==> config.mk <==
export PLATFORM = sky130hd
export DESIGN_NAME = riscv_decode_stage
export DESIGN_NICKNAME = d
export VERILOG_FILES = /design/src/rtl/riscv_decode_stage.sv
export SDC_FILE = /design/constraint.sdc
export NUM_CORES = 1
export LEC_CHECK = 0
export CAP_MARGIN = 20
export CORE_UTILIZATION = 25
export DETAILED_ROUTE_END_ITERATION = 8
export PLACE_DENSITY = 0.6
export SYNTH_ARGS = -nofsm -noshare
export SYNTH_HDL_FRONTEND = slang
export SYNTH_SLANG_ARGS = --single-unit
export TNS_END_PERCENT = 50
==> constraint.sdc <==
create_clock -name clk_i -period 2.2 [get_ports clk_i]
set_clock_uncertainty 0.15 [all_clocks]
set_input_delay 0.22 -clock clk_i [delete_from_list [all_inputs] [get_ports clk_i]]
set_output_delay 0.22 -clock clk_i [all_outputs]
set_load 0.01 [all_outputs]
==> src/rtl/riscv_decode_stage.sv <==
// RV32I decode stage: combinational decode of the incoming word, captured into a
// single-entry valid/ready register, with illegal detection and handoff counters.

package riscv_pkg;
  localparam int unsigned XLEN = 32;

  localparam logic [6:0] OPC_LUI    = 7'b0110111;
  localparam logic [6:0] OPC_AUIPC  = 7'b0010111;
  localparam logic [6:0] OPC_JAL    = 7'b1101111;
  localparam logic [6:0] OPC_JALR   = 7'b1100111;
  localparam logic [6:0] OPC_BRANCH = 7'b1100011;
  localparam logic [6:0] OPC_LOAD   = 7'b0000011;
  localparam logic [6:0] OPC_STORE  = 7'b0100011;
  localparam logic [6:0] OPC_OP_IMM = 7'b0010011;
  localparam logic [6:0] OPC_OP     = 7'b0110011;

  localparam logic [2:0] F3_ADD_SUB = 3'b000;
  localparam logic [2:0] F3_SLL     = 3'b001;
  localparam logic [2:0] F3_SLT     = 3'b010;
  localparam logic [2:0] F3_SLTU    = 3'b011;
  localparam logic [2:0] F3_XOR     = 3'b100;
  localparam logic [2:0] F3_SRL_SRA = 3'b101;
  localparam logic [2:0] F3_OR      = 3'b110;
  localparam logic [2:0] F3_AND     = 3'b111;

  localparam logic [6:0] F7_BASE = 7'b0000000;
  localparam logic [6:0] F7_ALT  = 7'b0100000;

  typedef enum logic [2:0] {
    IMM_I = 3'd0,
    IMM_S = 3'd1,
    IMM_B = 3'd2,
    IMM_U = 3'd3,
    IMM_J = 3'd4
  } immediate_type_e;

  typedef enum logic [3:0] {
    ALU_ADD   = 4'd0,
    ALU_SUB   = 4'd1,
    ALU_SLL   = 4'd2,
    ALU_SLT   = 4'd3,
    ALU_SLTU  = 4'd4,
    ALU_XOR   = 4'd5,
    ALU_SRL   = 4'd6,
    ALU_SRA   = 4'd7,
    ALU_OR    = 4'd8,
    ALU_AND   = 4'd9,
    ALU_LUI   = 4'd10,
    ALU_AUIPC = 4'd11
  } alu_op_e;
endpackage

module riscv_decode_stage
  import riscv_pkg::*;
#(
  parameter int unsigned XLEN      = riscv_pkg::XLEN,
  parameter int unsigned CNT_WIDTH = 16
) (
  input  logic                 clk_i,
  input  logic                 rst_ni,
  input  logic                 in_valid_i,
  output logic                 in_ready_o,
  input  logic [31:0]          instr_i,
  input  logic [XLEN-1:0]      pc_i,
  input  logic                 flush_i,
  output logic                 out_valid_o,
  input  logic                 out_ready_i,
  output logic [XLEN-1:0]      pc_o,
  output logic [4:0]           rs1_o,
  output logic [4:0]           rs2_o,
  output logic [4:0]           rd_o,
  output logic [XLEN-1:0]      imm_o,
  output logic [2:0]           imm_type_o,
  output logic [3:0]           alu_op_o,
  output logic                 alu_src_imm_o,
  output logic                 reg_write_o,
  output logic                 mem_read_o,
  output logic                 mem_write_o,
  output logic [2:0]           mem_funct3_o,
  output logic                 branch_o,
  output logic                 jump_o,
  output logic                 jalr_o,
  output logic                 illegal_o,
  output logic [CNT_WIDTH-1:0] decode_cnt_o,
  output logic [CNT_WIDTH-1:0] illegal_cnt_o
);

  typedef enum logic {EMPTY, FULL} state_e;

  typedef struct packed {
    logic [4:0]      rs1;
    logic [4:0]      rs2;
    logic [4:0]      rd;
    immediate_type_e imm_type;
    alu_op_e         alu_op;
    logic            alu_src_imm;
    logic            reg_write;
    logic            mem_read;
    logic            mem_write;
    logic [2:0]      mem_funct3;
    logic            branch;
    logic            jump;
    logic            jalr;
    logic            illegal;
  } ctrl_t;

  state_e state_q, state_d;
  ctrl_t  ctrl_q, ctrl_d, dec_ctrl;
  logic [XLEN-1:0] imm_q, imm_d, pc_q, pc_d;
  logic [CNT_WIDTH-1:0] decode_cnt_q, decode_cnt_d, illegal_cnt_q, illegal_cnt_d;
  logic [31:0] dec_imm32;
  logic        dec_bad;
  logic        accept, handoff;

  logic [6:0]  opcode, funct7;
  logic [2:0]  funct3;
  logic [31:0] imm_i, imm_s, imm_b, imm_u, imm_j;

  assign opcode = instr_i[6:0];
  assign funct3 = instr_i[14:12];
  assign funct7 = instr_i[31:25];

  assign imm_i = {{20{instr_i[31]}}, instr_i[31:20]};
  assign imm_s = {{20{instr_i[31]}}, instr_i[31:25], instr_i[11:7]};
  assign imm_b = {{19{instr_i[31]}}, instr_i[31], instr_i[7], instr_i[30:25], instr_i[11:8], 1'b0};
  assign imm_u = {instr_i[31:12], 12'b0};
  assign imm_j = {{11{instr_i[31]}}, instr_i[31], instr_i[19:12], instr_i[20], instr_i[30:21], 1'b0};

  // alt selects SUB/SRA; callers decide when funct7 is allowed to request it
  function automatic alu_op_e alu_from_f3(input logic [2:0] f3, input logic alt);
    alu_op_e op;
    case (f3)
      F3_ADD_SUB: op = alt ? ALU_SUB : ALU_ADD;
      F3_SLL:     op = ALU_SLL;
      F3_SLT:     op = ALU_SLT;
      F3_SLTU:    op = ALU_SLTU;
      F3_XOR:     op = ALU_XOR;
      F3_SRL_SRA: op = alt ? ALU_SRA : ALU_SRL;
      F3_OR:      op = ALU_OR;
      default:    op = ALU_AND;
    endcase
    return op;
  endfunction

  // Decode the presented word into control fields; illegal words collapse to a bare flag
  always_comb begin
    dec_ctrl  = '0;
    dec_imm32 = '0;
    dec_bad   = 1'b0;
    case (opcode)
      OPC_LUI, OPC_AUIPC: begin
        dec_ctrl.rd          = instr_i[11:7];
        dec_ctrl.imm_type    = IMM_U;
        dec_imm32            = imm_u;
        dec_ctrl.alu_op      = (opcode == OPC_LUI) ? ALU_LUI : ALU_AUIPC;
        dec_ctrl.alu_src_imm = 1'b1;
        dec_ctrl.reg_write   = 1'b1;
      end
      OPC_JAL: begin
        dec_ctrl.rd          = instr_i[11:7];
        dec_ctrl.imm_type    = IMM_J;
        dec_imm32            = imm_j;
        dec_ctrl.alu_src_imm = 1'b1;
        dec_ctrl.reg_write   = 1'b1;
        dec_ctrl.jump        = 1'b1;
      end
      OPC_JALR: begin
        dec_ctrl.rs1         = instr_i[19:15];
        dec_ctrl.rd          = instr_i[11:7];
        dec_ctrl.imm_type    = IMM_I;
        dec_imm32            = imm_i;
        dec_ctrl.alu_src_imm = 1'b1;
        dec_ctrl.reg_write   = 1'b1;
        dec_ctrl.jalr        = 1'b1;
        dec_bad              = (funct3 != 3'b000);
      end
      OPC_BRANCH: begin
        dec_ctrl.rs1      = instr_i[19:15];
        dec_ctrl.rs2      = instr_i[24:20];
        dec_ctrl.imm_type = IMM_B;
        dec_imm32         = imm_b;
        dec_ctrl.branch   = 1'b1;
        case (funct3)
          3'b000, 3'b001: dec_ctrl.alu_op = ALU_SUB;
          3'b100, 3'b101: dec_ctrl.alu_op = ALU_SLT;
          3'b110, 3'b111: dec_ctrl.alu_op = ALU_SLTU;
          default:        dec_bad = 1'b1;
        endcase
      end
      OPC_LOAD: begin
        dec_ctrl.rs1         = instr_i[19:15];
        dec_ctrl.rd          = instr_i[11:7];
        dec_ctrl.imm_type    = IMM_I;
        dec_imm32            = imm_i;
        dec_ctrl.alu_src_imm = 1'b1;
        dec_ctrl.reg_write   = 1'b1;
        dec_ctrl.mem_read    = 1'b1;
        dec_ctrl.mem_funct3  = funct3;
        dec_bad = (funct3 == 3'b011) || (funct3 == 3'b110) || (funct3 == 3'b111);
      end
      OPC_STORE: begin
        dec_ctrl.rs1         = instr_i[19:15];
        dec_ctrl.rs2         = instr_i[24:20];
        dec_ctrl.imm_type    = IMM_S;
        dec_imm32            = imm_s;
        dec_ctrl.alu_src_imm = 1'b1;
        dec_ctrl.mem_write   = 1'b1;
        dec_ctrl.mem_funct3  = funct3;
        dec_bad              = (funct3 > 3'b010);
      end
      OPC_OP_IMM: begin
        dec_ctrl.rs1         = instr_i[19:15];
        dec_ctrl.rd          = instr_i[11:7];
        dec_ctrl.imm_type    = IMM_I;
        dec_imm32            = imm_i;
        dec_ctrl.alu_src_imm = 1'b1;
        dec_ctrl.reg_write   = 1'b1;
        // only the shift-right form may use funct7 as an opcode extension
        dec_ctrl.alu_op = alu_from_f3(funct3, (funct3 == F3_SRL_SRA) && (funct7 == F7_ALT));
        if (funct3 == F3_SLL)
          dec_bad = (funct7 != F7_BASE);
        else if (funct3 == F3_SRL_SRA)
          dec_bad = (funct7 != F7_BASE) && (funct7 != F7_ALT);
      end
      OPC_OP: begin
        dec_ctrl.rs1       = instr_i[19:15];
        dec_ctrl.rs2       = instr_i[24:20];
        dec_ctrl.rd        = instr_i[11:7];
        dec_ctrl.imm_type  = IMM_I;
        dec_ctrl.reg_write = 1'b1;
        dec_ctrl.alu_op    = alu_from_f3(funct3, funct7 == F7_ALT);
        dec_bad = !((funct7 == F7_BASE) ||
                    ((funct7 == F7_ALT) && ((funct3 == F3_ADD_SUB) || (funct3 == F3_SRL_SRA))));
      end
      default: dec_bad = 1'b1;
    endcase
    if (instr_i[1:0] != 2'b11)
      dec_bad = 1'b1;
    if (dec_ctrl.rd == 5'd0)
      dec_ctrl.reg_write = 1'b0;
    if (dec_bad) begin
      dec_ctrl         = '0;
      dec_ctrl.illegal = 1'b1;
      dec_imm32        = '0;
    end
  end

  assign accept  = in_valid_i && in_ready_o && !flush_i;
  assign handoff = out_valid_o && out_ready_i;

  // State register
  always_ff @(posedge clk_i or negedge rst_ni) begin
    if (!rst_ni) state_q <= EMPTY;
    else         state_q <= state_d;
  end

  // Next state: flush wins, a fresh accept refills, a consume with no refill drains
  always_comb begin
    state_d = state_q;
    if (flush_i)
      state_d = EMPTY;
    else if (accept)
      state_d = FULL;
    else if ((state_q == FULL) && out_ready_i)
      state_d = EMPTY;
  end

  // Handshake outputs derived from state
  always_comb begin
    out_valid_o = (state_q == FULL);
    in_ready_o  = (state_q != FULL) || out_ready_i;
  end

  // Entry payload is replaced only on accept, so a stalled entry stays stable
  always_comb begin
    ctrl_d = ctrl_q;
    imm_d  = imm_q;
    pc_d   = pc_q;
    if (accept) begin
      ctrl_d = dec_ctrl;
      imm_d  = XLEN'($signed(dec_imm32));
      pc_d   = pc_i;
    end
  end

  // Count consumed entries by legality; counters wrap naturally
  always_comb begin
    decode_cnt_d  = decode_cnt_q;
    illegal_cnt_d = illegal_cnt_q;
    if (handoff) begin
      if (ctrl_q.illegal) illegal_cnt_d = illegal_cnt_q + 1'b1;
      else                decode_cnt_d  = decode_cnt_q + 1'b1;
    end
  end

  // Payload and counter registers
  always_ff @(posedge clk_i or negedge rst_ni) begin
    if (!rst_ni) begin
      ctrl_q        <= '0;
      imm_q         <= '0;
      pc_q          <= '0;
      decode_cnt_q  <= '0;
      illegal_cnt_q <= '0;
    end else begin
      ctrl_q        <= ctrl_d;
      imm_q         <= imm_d;
      pc_q          <= pc_d;
      decode_cnt_q  <= decode_cnt_d;
      illegal_cnt_q <= illegal_cnt_d;
    end
  end

  assign pc_o          = pc_q;
  assign imm_o         = imm_q;
  assign rs1_o         = ctrl_q.rs1;
  assign rs2_o         = ctrl_q.rs2;
  assign rd_o          = ctrl_q.rd;
  assign imm_type_o    = ctrl_q.imm_type;
  assign alu_op_o      = ctrl_q.alu_op;
  assign alu_src_imm_o = ctrl_q.alu_src_imm;
  assign reg_write_o   = ctrl_q.reg_write;
  assign mem_read_o    = ctrl_q.mem_read;
  assign mem_write_o   = ctrl_q.mem_write;
  assign mem_funct3_o  = ctrl_q.mem_funct3;
  assign branch_o      = ctrl_q.branch;
  assign jump_o        = ctrl_q.jump;
  assign jalr_o        = ctrl_q.jalr;
  assign illegal_o     = ctrl_q.illegal;
  assign decode_cnt_o  = decode_cnt_q;
  assign illegal_cnt_o = illegal_cnt_q;

endmodule

==> results of run 1 <==
[power groups by stage]
stage,clock network (mW),registers (mW),logic [mW]
after floorplan,0,2.79,0.290
after global placement,0,2.72,1.06
after detailed placement,0,2.72,1.07
after CTS,3.27,2.68,1.07
after global routing,3.36,2.71,1.17
final,3.18,2.68,1.07
[cell type report]
cell class | instances | share of cell area [%]
tap | 280 | 3.82
timing repair buffer | 270 | 28.7
clock buffer | 19 | 4.94
clock inverter | 13 | 2.28
multi-input combinational | 321 | 25.0
sequential | 129 | 35.2
inverter | 3 | 0.123
[layout by cell type, fill, tap and decap left out, types with 4 or more instances in the layout]
cell type / n
sky130_fd_sc_hd__clkdlybuf4s50_1: 197
sky130_fd_sc_hd__dfrtp_1: 129
sky130_fd_sc_hd__buf_4: 63
sky130_fd_sc_hd__nand2_1: 54
sky130_fd_sc_hd__mux2_2: 35
sky130_fd_sc_hd__a21oi_1: 27
sky130_fd_sc_hd__a32o_1: 25
sky130_fd_sc_hd__xnor2_1: 22
sky130_fd_sc_hd__o21ai_2: 19
sky130_fd_sc_hd__clkbuf_16: 19
sky130_fd_sc_hd__nor2_1: 18
sky130_fd_sc_hd__nand3_1: 11
sky130_fd_sc_hd__o21ai_1: 9
sky130_fd_sc_hd__nand4_1: 8
sky130_fd_sc_hd__xor2_1: 8
sky130_fd_sc_hd__and3_1: 7
sky130_fd_sc_hd__and2_1: 6
sky130_fd_sc_hd__a22o_1: 6
sky130_fd_sc_hd__o21ai_0: 6
sky130_fd_sc_hd__nor3_1: 5
sky130_fd_sc_hd__bufinv_16: 5
sky130_fd_sc_hd__buf_12: 5
sky130_fd_sc_hd__and4_1: 4
sky130_fd_sc_hd__nor2b_1: 4
sky130_fd_sc_hd__a22oi_1: 4
[through the flow]
| stage | total power [mW] | worst slack [ns] |
|---|---|---|
| after detailed placement | 3.79 | -0.453 |
| after global routing | 7.24 | -0.101 |
| after floorplan | 3.08 | -0.0351 |
| after global placement | 3.77 | -0.419 |
| after CTS | 7.03 | 0.00133 |
| final | 6.92 | -0.0494 |
[sequential cells by signal (all words and copies together) (netlist names)]
register and count:
alu_op_o 4, alu_src_imm_o 1, branch_o 1, decode_cnt_o 16, illegal_cnt_o 16, illegal_o 1, imm_o 32, imm_type_o 3
jalr_o 1, mem_funct3_o 3, mem_read_o 1, mem_write_o 1, out_valid_o 1, pc_o 32, rd_o 5, reg_write_o 1
rs1_o 5, rs2_o 5
[cell families after synthesis]
logic type | share of synthesized area (%)
simple gates | 12.9
flops | 57.6
buf+inv | 2.86
compound gates | 14.5
fa+ha+maj | 0.446
xor+xnor | 4.69
mux | 7.03
[what timing repair did]
action / 4_1_cts / 5_1_grt
endpoints found under the hold margin: 76 / 0
resized for setup: 0 / 21
endpoints found under the setup margin: 27 / 60
gates cloned: 0 / 2
setup buffers: 0 / 1
hold buffers: 1 / 0
pin swaps: 2 / 19
[worst max-delay path, delay by kind of cell]
| family | cells | cell delay, ns |
|---|---|---|
| buffers and inverters | 2 | 0.70 |
| AO/OA/AOI/OAI | 1 | 0.14 |
| AND/OR/NAND/NOR | 4 | 1.37 |
[worst min path at each step]
stage                 from              end  slack, ns  depth (start not counted)
3_3_place_gp        rst_ni         imm_o[7]     -0.003                          1
5_1_grt        instr_i[14]  mem_funct3_o[2]       0.12                          2
6_report       instr_i[14]  mem_funct3_o[2]       0.11                          2
3_5_place_dp        rst_ni         imm_o[7]     -0.001                          1
2_1_floorplan       rst_ni      alu_op_o[0]      -0.23                          0
4_1_cts             rst_ni        imm_o[29]       0.13                          2
[metal layers]
| metal | vias up | share of wire, % | track usage (%) |
|---|---|---|---|
| met3 | 20 | 5.9 | 3.89 |
| met1 | 2429 | 43 | 20.3 |
| met5 | - | 0 | 0 |
| met4 | 0 | 1.8 | 5.45 |
| met2 | 139 | 49 | 24.8 |
| li1 | 2298 | - | - |
==> results.md, run 1 <==
- By area the synthesized netlist is led by sky130_fd_sc_hd__dfrtp_1 58%, sky130_fd_sc_hd__mux2_2 7.0%, sky130_fd_sc_hd__a32o_1 4.6%.
- The CTS tree is built.
- The internal power consumption is 5.25 mW.
- Measured along the y axis, the die boundary spans 152 um.
- The fraction of post-synthesis cell area in the top cell type by area is 57.6%.
- The final non-filler cell area is 9180 um2.
- The first global-routing pass estimated 27200 um of wire.
- The number of antenna diodes in the final layout is 0.
- The layout net count is 813.
- The count of nets left with antenna violations once routing finished came out at 0.
- In the final layout, the multi-input gates occupy 2290 um2.
- The worst path setup slack after routing is -0.0494 ns.
- The number of endpoints with negative hold slack in the final report is 0.
- The standard cell area after detailed placement is 8370 um2.
- IR analysis of the VDD net gives a maximum drop of 0.441 mV.
- In the global route stage, overall resource usage came out at 15.5%.
- The nature of the critical path startpoint is an input pin.
- The area growth from synthesis to layout is 63.7%.
- The number of warnings printed during yosys synthesis is 0.
- In this run the worst setup path begins at instr_i[4].
- In this run the worst path has a maximum fanout of 7.
- The worst path required time is 2.38 ns.
- Setup slack on the worst reg-to-reg path comes out at -0.02 ns.
- Data on the critical path arrives at its endpoint at 2.43 ns.
- The number of global-route vias before repair is 4986.
- Entering global routing, the biggest net connects 41 pins.
- The initial utilization of the core area, before any placement, comes to 25.6%.
- Per report_power, the combinational group accounts for 15.4% of the total.
- The type of the setup path with the least slack is input pin to flip-flop.
- Setup repair after global routing could not meet its margin everywhere.
- The biggest cell delay along the critical path is 0.53 ns.
- The count of pins on the block boundary is 200.
- The smallest hold slack is 0.106 ns.
- Input and output buffers added on the ports amount to 199.
- The fraction of layout cells with a size suffix above 1 is 21.7%.
- The worst reg2reg path depth is 6.
- Following the worst setup path forward leads to its endpoint at imm_o[14].
- The maximum clock insertion buffer count is 2.
- The pre-antenna-repair detailed-routing pass consisted of 4 iterations.
- The checks that failed: negative setup slack.
- The switching power summed over all nets is 1.68 mW.
- Traced cell by cell, the critical path runs through clkdlybuf4s50_1 -> and3b_1 -> and4b_1 -> or4_4 -> or3_4 -> clkbuf_16 -> o21ai_1.
- After filler insertion, the fill cell instance count of the layout stands at 2123.
- The region available for standard cell placement spans 21900 um2.
- The largest area contributor in the synthesized netlist is sky130_fd_sc_hd__dfrtp_1.
- The H-tree depth is 4.
- The relative max-transition margin is 44.1%.
- In the post-synthesis netlist, the cell with the most instances is sky130_fd_sc_hd__dfrtp_1.
- The reported max-cap violation count is 0.
- The placer's final routability congestion estimate is 0.857.
- Power spread over the standard cell area amounts to 754 nW/um2.
- The number of core rows is 54.
- The latest clock arrival within the worst-skew pair is 0.41 ns.
- Synthesis instantiated 51 different standard cells from the library.
- The clock input transition at the sequential cells of the worst setup and hold paths is 0.06 ns.
- The worst register-to-register path ends at imm_o[14].
- For this design the static power due to leakage is 3.87 nW.
- The worst setup path is captured at a flip-flop.
- For this run, the share of the core covered by cells in the final layout is 41.9%.
- Registers are responsible for 38.7% of the overall power.
- The detail-routed net length per standard cell is 17.0 um.
- For this run, the leading register cell type out of synthesis is sky130_fd_sc_hd__dfrtp_1.
- Clock tree synthesis selected as its root buffer the cell sky130_fd_sc_hd__clkbuf_16.
- The proportion of synthesized flip-flops having asynchronous set or reset is 100%.
- The fmax is 445 MHz.
- Excluding fillers, the count of instances in the completed layout stands at 1035.
- The number of max-slew violations in the final report came to 0.
- For the pin with the worst max-slew slack, the measured transition is 0.831 ns.
- The final-layout setup total negative slack is -0.421 ns.
- The number of nets in the synthesized netlist is 558.
- The post-synthesis cell count is 487.
- Counting every sink on the clock net gives 129.
- In the routed design, unresolved DRC markers number 0.
- The net switching fraction of the power is 24.2%.
- The post-layout minimum cycle time is 2.25 ns.
- The initial antenna violation count was 0.
- The number of storage elements in the synthesis netlist is 129.
- Across all layers, the routed design uses 4886 vias.
- The half-perimeter wire length after placement is 12800 um.
- The TritonCTS buffer count is 17.
- Measured along the x axis, the die boundary spans 152 um.
- The run finished, with violations left.
- The count of flip-flops with a built-in enable after synthesis is 0.
- The sequential-to-total area share from yosys stat is 57.6%.
- Of the total power, the clock network draws 45.9%.
- The portion of the clock cycle consumed by the worst path in the final layout is 102%.
- The first routing iteration left 245 violations.
- Registers take 3230 um2.
- Dividing the synthesized area by the synthesized cell count gives 11.5 um2.
- The detail-routed via count per cell is 4.72.
- The worst min-delay path class is input pin to flip-flop.
- The synthesized netlist occupies a cell area of 5600 um2.
- Including well taps, the total number of placed cells is 999.
- For this design, the slowest cell found on the critical path is sky130_fd_sc_hd__or4_4.
- The count of endpoints failing setup in the final report is 18.
- The die covers 23000 um2.
- The critical register-to-register path startpoint is out_valid_o.
- The overflow left after global routing is 0.
- Ranked by instance count, the synthesized netlist is headed by 129 x sky130_fd_sc_hd__dfrtp_1, 54 x sky130_fd_sc_hd__nand2_1, 35 x sky130_fd_sc_hd__mux2_2.
- The aggregate routed wire length is 17600 um.
(Power assumes the default switching activity.)
==> run 2: changes to the inputs <==
--- a/config.mk
+++ b/config.mk
@@ -8,7 +8,7 @@
 export CAP_MARGIN = 20
 export CORE_UTILIZATION = 25
 export DETAILED_ROUTE_END_ITERATION = 8
-export PLACE_DENSITY = 0.6
+export PLACE_DENSITY = 0.5
 export SYNTH_ARGS = -nofsm -noshare
 export SYNTH_HDL_FRONTEND = slang
 export SYNTH_SLANG_ARGS = --single-unit
==> run 2 against run 1 <==
Worst hold slack better by 0.045 ns. The run still ends with negative setup slack left. Global-route usage barely moved. Largest power group unchanged. Critical path type unchanged. Sequential power barely moved. Highest routed layer unchanged.
==> results.md, run 2 (synthesis gave the netlist of run 1 again) <==
- The type of the setup path with the least slack is input pin to flip-flop (unchanged).
- The arrival time at the worst endpoint is 2.41 ns (was 2.43 ns).
- The via count of the routed design is 4907 (was 4886).
- The final non-filler cell area is 9140 um2 (was 9180 um2).
- The count of endpoints failing setup in the final report was 30 (was 18).
- The leakage power was 3.81 nW (was 3.87 nW).
- The initial cell density of the core is 25.6% (unchanged).
- The portion of the clock cycle consumed by the worst path in the final layout is 101% (was 102%).
- Violations in the final reports: negative setup slack (unchanged).
- The global-route usage over all layers came to 15.5% (about the same).
- The relative max-transition margin is 46.5% (was 44.1%).
- The measured slew at the worst slew-check pin is 0.795 ns (was 0.831 ns).
- The worst path required time is 2.38 ns (about the same).
- The endpoint class of the critical path is a flip-flop (unchanged).
- The first-pass detailed-route iteration total was 5 (was 4).
- The reported max-cap violation count is 0 (unchanged).
- The nature of the critical path startpoint is an input pin (unchanged).
- The latest clock arrival within the worst-skew pair is 0.42 ns (was 0.41 ns).
- The overall die height is 152 um (unchanged).
- The half-perimeter wire length after placement was 13100 um (was 12800 um).
- The smallest hold slack came to 0.151 ns (was 0.106 ns).
- The floorplan die area came to 23000 um2 (unchanged).
- The worst path setup slack after routing is -0.0296 ns (was -0.0494 ns).
- The maximum VDD drop is 0.425 mV (was 0.441 mV).
- The area overhead of the layout relative to synthesis was 63.0% (was 63.7%).
- The number of remaining DRC errors is 0 (unchanged).
- The detail-routed via count per cell was 4.73 (was 4.72).
- The placer's final routability congestion estimate is 0.834 (was 0.857).
- The fmax is 449 MHz (was 445 MHz).
- The highest net fanout along the worst path came to 16 (was 7).
- The total number of clock tree sinks is 129 (unchanged).
- The number of max-slew violations in the final report is 0 (unchanged).
- The count of pins on the block boundary is 200 (unchanged).
- The number of endpoints with negative hold slack in the final report came to 0 (unchanged).
- The fraction of layout cells with a size suffix above 1 is 20.5% (was 21.7%).
- The worst min-delay path class is input pin to asynchronous set/reset pin (was input pin to flip-flop).
- The number of design-rule violations left by the first detailed-router iteration is 145 (was 245).
- The post-layout minimum cycle time is 2.23 ns (was 2.25 ns).
- The detail-routed net length per standard cell was 17.2 um (was 17.0 um).
- The CTS tree is built (unchanged).
- The share of the core filled with cells in the final layout is 41.7% (was 41.9%).
- The power per cell area came to 733 nW/um2 (was 754 nW/um2).
- Status: finished with violations (unchanged).
- The maximum number of pins on one net before global-route repair is 74 (was 41).
- The chip width is 152 um (unchanged).
- The placeable core area was 21900 um2 (unchanged).
- The aggregate routed wire length is 17900 um (was 17600 um).
- The number of global-route vias before repair is 5039 (was 4986).
- Unrepaired setup endpoints after global routing: yes (unchanged).
- The most common cell after layout, fill and taps aside is sky130_fd_sc_hd__clkdlybuf4s50_1 (unchanged).
- The number of nets with antenna violations after routing is 0 (unchanged).
- The number of input and output port buffers inserted is 199 (unchanged).
- The TritonCTS buffer count is 17 (unchanged).
- The clock input transition at the sequential cells of the worst setup and hold paths is 0.06 ns (about the same).
- The maximum clock insertion buffer count is 2 (unchanged).
- The standard cell area after detailed placement is 8350 um2 (was 8370 um2).
- The number of core rows is 54 (unchanged).
- The layout net count is 814 (was 813).
- The initial antenna violation count came to 0 (unchanged).
- The cell at the root of the clock tree was sky130_fd_sc_hd__clkbuf_16 (unchanged).
- The power after layout is 6.69 mW (was 6.92 mW).
- Most frequent cells in the layout: 198 x sky130_fd_sc_hd__clkdlybuf4s50_1, 129 x sky130_fd_sc_hd__dfrtp_1, 59 x sky130_fd_sc_hd__buf_4, 54 x sky130_fd_sc_hd__nand2_1, 35 x sky130_fd_sc_hd__mux2_2 (was 197 x sky130_fd_sc_hd__clkdlybuf4s50_1, 129 x sky130_fd_sc_hd__dfrtp_1, 63 x sky130_fd_sc_hd__buf_4, 54 x sky130_fd_sc_hd__nand2_1, 35 x sky130_fd_sc_hd__mux2_2).
- The overflow left after global routing is 0 (unchanged).
- The first-pass GRT wire length is 27100 um (was 27200 um).
- The H-tree depth came to 4 (unchanged).
-- run 2: changes by cell type in the layout (fill, tap and decap cells not counted), moves of 3 or more --
cell,previous run,this run
sky130_fd_sc_hd__o21ai_1,9,18
sky130_fd_sc_hd__inv_6,0,4
sky130_fd_sc_hd__o21ai_2,19,10
sky130_fd_sc_hd__buf_4,63,59
sky130_fd_sc_hd__buf_6,1,4
-- run 2: power by group --
| group | leakage (nW) | total (mW) | internal [mW] | switching [mW] |
|---|---|---|---|---|
| clock network | 0.286 | 2.93 | 1.83 | 1.11 |
| registers | 1.71 | 2.69 | 2.55 | 0.140 |
| logic | 1.81 | 1.07 | 0.633 | 0.440 |
-- run 2: worst max-delay path, cell delays in order --
cell and delay (ns):
sky130_fd_sc_hd__clkdlybuf4s50_1 0.49, sky130_fd_sc_hd__and3b_1 0.21, sky130_fd_sc_hd__and4b_1 0.21, sky130_fd_sc_hd__or4_4 0.54, sky130_fd_sc_hd__or3_4 0.44, sky130_fd_sc_hd__buf_12 0.17
sky130_fd_sc_hd__o21ai_1 0.13
-- run 2: cell type report --
cell class / instances / area [um2]
Tap cell: 280 / 350
Inverter: 3 / 11.3
Multi-Input combinational cell: 321 / 2260
Clock buffer: 18 / 439
Clock inverter: 14 / 180
Fill cell: 2095 / 12800
Sequential cell: 129 / 3230
Antenna cell: 1 / 2.50
Timing Repair Buffer: 271 / 2670
-- run 2: metrics by stage --
step           std cells  setup WS (ns)  TNS, ns
2_1_floorplan        487        -0.0351   -0.266
3_3_place_gp         996         -0.413   -24.63
3_5_place_dp         996         -0.488   -28.11
4_1_cts             1030        -0.0119  -0.0466
5_1_grt             1036        -0.0970    -3.17
6_report            1037        -0.0296   -0.342
-- run 2: worst paths after layout --
| kind | endpoint | depth (start not counted) | startpoint | slack, ns |
|---|---|---|---|---|
| max | imm_o[19] | 7 | instr_i[4] | -0.03 |
| min | pc_o[5] | 2 | rst_ni | 0.15 |
| max reg2reg | imm_o[19] | 6 | out_valid_o | 0.03 |
| min reg2reg | illegal_cnt_o[15] | 1 | illegal_cnt_o[15] | 0.33 |
| max in group asynchronous | pc_o[10] | 3 | rst_ni | 1.06 |
| min in group clk_i | out_valid_o | 2 | flush_i | 0.21 |
-- run 2: timing repair --
item / in CTS / in global routing
hold buffers: 1 / 0
setup buffers: 1 / 3
cloned: 0 / 3
hold endpoints to repair: 52 / 0
resized for setup: 8 / 9
pin swaps: 1 / 5
endpoints found under the setup margin: 31 / 57
-- run 2: layer usage --
metal / track usage [%] / vias up / routed length [um]
li1: - / 2293 / -
met1: 20.0 / 2454 / 7810
met2: 24.9 / 148 / 8750
met3: 4.28 / 12 / 1150
met4: 5.50 / 0 / 147
met5: 0 / - / 0
==> run 3: changes to the inputs <==
--- a/config.mk
+++ b/config.mk
@@ -6,9 +6,9 @@
 export NUM_CORES = 1
 export LEC_CHECK = 0
 export CAP_MARGIN = 20
-export CORE_UTILIZATION = 25
+export CORE_UTILIZATION = 40
 export DETAILED_ROUTE_END_ITERATION = 8
-export PLACE_DENSITY = 0.5
+export PLACE_DENSITY = 0.74
 export SYNTH_ARGS = -nofsm -noshare
 export SYNTH_HDL_FRONTEND = slang
 export SYNTH_SLANG_ARGS = --single-unit
==> run 3 against run 2 <==
The run now ends clean. Clock power decreased by 5%. Sequential power about the same. Design area decreased by 3.0%. Global-route usage increased by 6.9 points. Combinational power about the same. Clock-buffer cell count increased by 1. Register-to-register slack about the same. Critical path type unchanged. Critical endpoint is now jalr_o.
==> results.md, run 3 (synthesis gave the netlist of run 1 again) <==
- The first-pass detailed-route iteration total is 5 (unchanged).
- The number of max-slew violations in the final report is 0 (unchanged).
- The layout net count was 809 (was 814).
- The number of endpoints with negative hold slack in the final report was 0 (unchanged).
- The initial cell density of the core is 41.7% (was 25.6%).
- The half-perimeter wire length after placement is 11500 um (was 13100 um).
- The highest metal layer with signal wires is met4 (unchanged).
- The count of fill cells added during filler insertion is 1062 (was 2095).
- The fraction of layout cells with a size suffix above 1 is 19.6% (was 20.5%).
- The detail-routed net length per standard cell is 17.3 um (was 17.2 um).
- The chip width was 120 um (was 152 um).
- The measured slew at the worst slew-check pin is 0.757 ns (was 0.795 ns).
- The first-pass GRT wire length is 25100 um (was 27100 um).
- The cell at the root of the clock tree is sky130_fd_sc_hd__clkbuf_16 (unchanged).
- The overall die height is 120 um (was 152 um).
- The worst min-delay path class is input pin to flip-flop (was input pin to asynchronous set/reset pin).
- The via count of the routed design came to 4986 (was 4907).
- The TritonCTS buffer count is 17 (unchanged).
- The number of design-rule violations left by the first detailed-router iteration was 265 (was 145).
- The final antenna diode count is 0 (was 1).
- The number of standard cells in the layout, taps in and fillers out is 927 (was 1037).
- The count of endpoints failing setup in the final report is 0 (was 30).
- The number of remaining DRC errors is 0 (unchanged).
- The maximum clock insertion buffer count is 2 (unchanged).
- The multi-input logic area is 2250 um2 (was 2260 um2).
- The number of input and output port buffers inserted is 199 (unchanged).
- The type of the setup path with the least slack is input pin to flip-flop (unchanged).
- The floorplan die area is 14500 um2 (was 23000 um2).
- The number of nets with antenna violations after routing was 0 (unchanged).
- The worst path required time is 2.38 ns (about the same).
- The most common cell after layout, fill and taps aside is sky130_fd_sc_hd__clkdlybuf4s50_1 (unchanged).
- The detail-routed via count per cell is 5.38 (was 4.73).
- The leakage power is 3.78 nW (was 3.81 nW).
- The number of core rows is 42 (was 54).
- The met1 wire length is 6760 um (was 7810 um).
- The initial antenna violation count is 0 (unchanged).
- The relative max-transition margin came to 49.0% (was 46.5%).
- The portion of the clock cycle consumed by the worst path in the final layout is 98.4% (was 101%).
- The total number of clock tree sinks came to 129 (unchanged).
- The post-layout minimum cycle time is 2.16 ns (was 2.23 ns).
- The maximum VDD drop is 0.518 mV (was 0.425 mV).
- The H-tree depth is 4 (unchanged).
- Unrepaired setup endpoints after global routing: yes (unchanged).
- The worst path setup slack after routing came to 0.0352 ns (was -0.0296 ns).
- The maximum number of pins on one net before global-route repair came to 76 (was 74).
- The highest net fanout along the worst path is 10 (was 16).
- The placer's final routability congestion estimate is 0.870 (was 0.834).
- The worst slack after detailed placement is -0.495 ns (was -0.488 ns).
- The latest clock arrival within the worst-skew pair is 0.41 ns (was 0.42 ns).
- The overflow left after global routing was 0 (unchanged).
- The reported max-cap violation count is 0 (unchanged).
- The endpoint class of the critical path is a flip-flop (unchanged).
- The placeable core area was 13500 um2 (was 21900 um2).
- The nature of the critical path startpoint is an input pin (unchanged).
- The clock input transition at the sequential cells of the worst setup and hold paths is 0.06 ns (about the same).
- The number of placed instances with taps included is 893 (was 996).
- The power per cell area is 735 nW/um2 (was 733 nW/um2).
- The global-route usage over all layers is 22.4% (was 15.5%).
- The fmax is 462 MHz (was 449 MHz).
- The aggregate routed wire length is 16000 um (was 17900 um).
- Most frequent cells in the layout: 195 x sky130_fd_sc_hd__clkdlybuf4s50_1, 129 x sky130_fd_sc_hd__dfrtp_1, 58 x sky130_fd_sc_hd__buf_4, 54 x sky130_fd_sc_hd__nand2_1, 35 x sky130_fd_sc_hd__mux2_2 (was 198 x sky130_fd_sc_hd__clkdlybuf4s50_1, 129 x sky130_fd_sc_hd__dfrtp_1, 59 x sky130_fd_sc_hd__buf_4, 54 x sky130_fd_sc_hd__nand2_1, 35 x sky130_fd_sc_hd__mux2_2).
- The CTS tree is built (unchanged).
- The sequential cell area in the final layout was 3230 um2 (unchanged).
- The arrival time at the worst endpoint was 2.35 ns (was 2.41 ns).
- The length of routed met2 wiring was 7880 um (was 8750 um).
- The sum of met3 wire segment lengths after detailed routing is 1120 um (was 1150 um).
- The area overhead of the layout relative to synthesis is 58.1% (was 63.0%).
- The count of pins on the block boundary is 200 (unchanged).
- Status: finished, final reports clean (was finished with violations).
- The power after layout was 6.51 mW (was 6.69 mW).
- The number of global-route vias before repair is 4920 (was 5039).
## run 3: final cells by class
class | count | share of cell area [%]
clock inverter | 13 | 1.54
multi-input combinational | 321 | 25.4
tap | 176 | 2.49
sequential | 129 | 36.4
clock buffer | 19 | 5.11
timing repair buffer | 266 | 28.9
inverter | 3 | 0.127
## run 3: critical path, stage by stage
cell	delay, ns
sky130_fd_sc_hd__clkdlybuf4s50_1	0.41
sky130_fd_sc_hd__and3b_1	0.21
sky130_fd_sc_hd__and4b_1	0.21
sky130_fd_sc_hd__or4_4	0.54
sky130_fd_sc_hd__or3_4	0.44
sky130_fd_sc_hd__buf_4	0.18
sky130_fd_sc_hd__o31ai_4	0.15
## run 3: final timing paths
path,slack [ns],startpoint,endpoint,cells after the start
worst max-delay path,0.04,instr_i[5],jalr_o,7
worst max register to register,0.04,out_valid_o,jalr_o,6
worst min-delay path,0.14,instr_i[14],mem_funct3_o[2],2
worst min register to register,0.32,illegal_cnt_o[15],illegal_cnt_o[15],1
min in group asynchronous,0.15,rst_ni,pc_o[4],2
max in group asynchronous,1.02,rst_ni,imm_o[10],3
## run 3: repair_timing
item / CTS / global route
setup buffers: 0 / 1
hold buffers: 1 / 0
endpoints found under the hold margin: 100 / 0
pin swaps: 1 / 1
gates resized for setup: 2 / 13
setup endpoints to repair: 26 / 60
## run 3: per-stage QoR
step | setup TNS [ns] | area [um2] | utilization (%) | hold slack, ns
after floorplan | -0.266 | 5620 | - | -0.226
after global placement | -23.88 | 8200 | 61.0 | 0.00615
after detailed placement | -27.93 | 8200 | 61.0 | 0.0137
after CTS | -0.0916 | 8810 | 65.5 | 0.149
after global routing | -0.0946 | 8860 | 65.9 | 0.158
final | 0 | 8860 | 65.9 | 0.136
## run 3: report_power, final
part           internal [mW]  switching [mW]  leakage, nW
combinational          0.623           0.437         1.78
sequential              2.55           0.136         1.71
clock                   1.72            1.05        0.281
total                   4.89            1.62         3.78
## run 3: routing by layer
layer  global-route usage, %  vias to the layer above
met4                    8.64                        0
met1                    28.3                     2465
met2                    36.5                      223
met3                    6.32                       18
met5                       0                        -
li1                        -                     2280
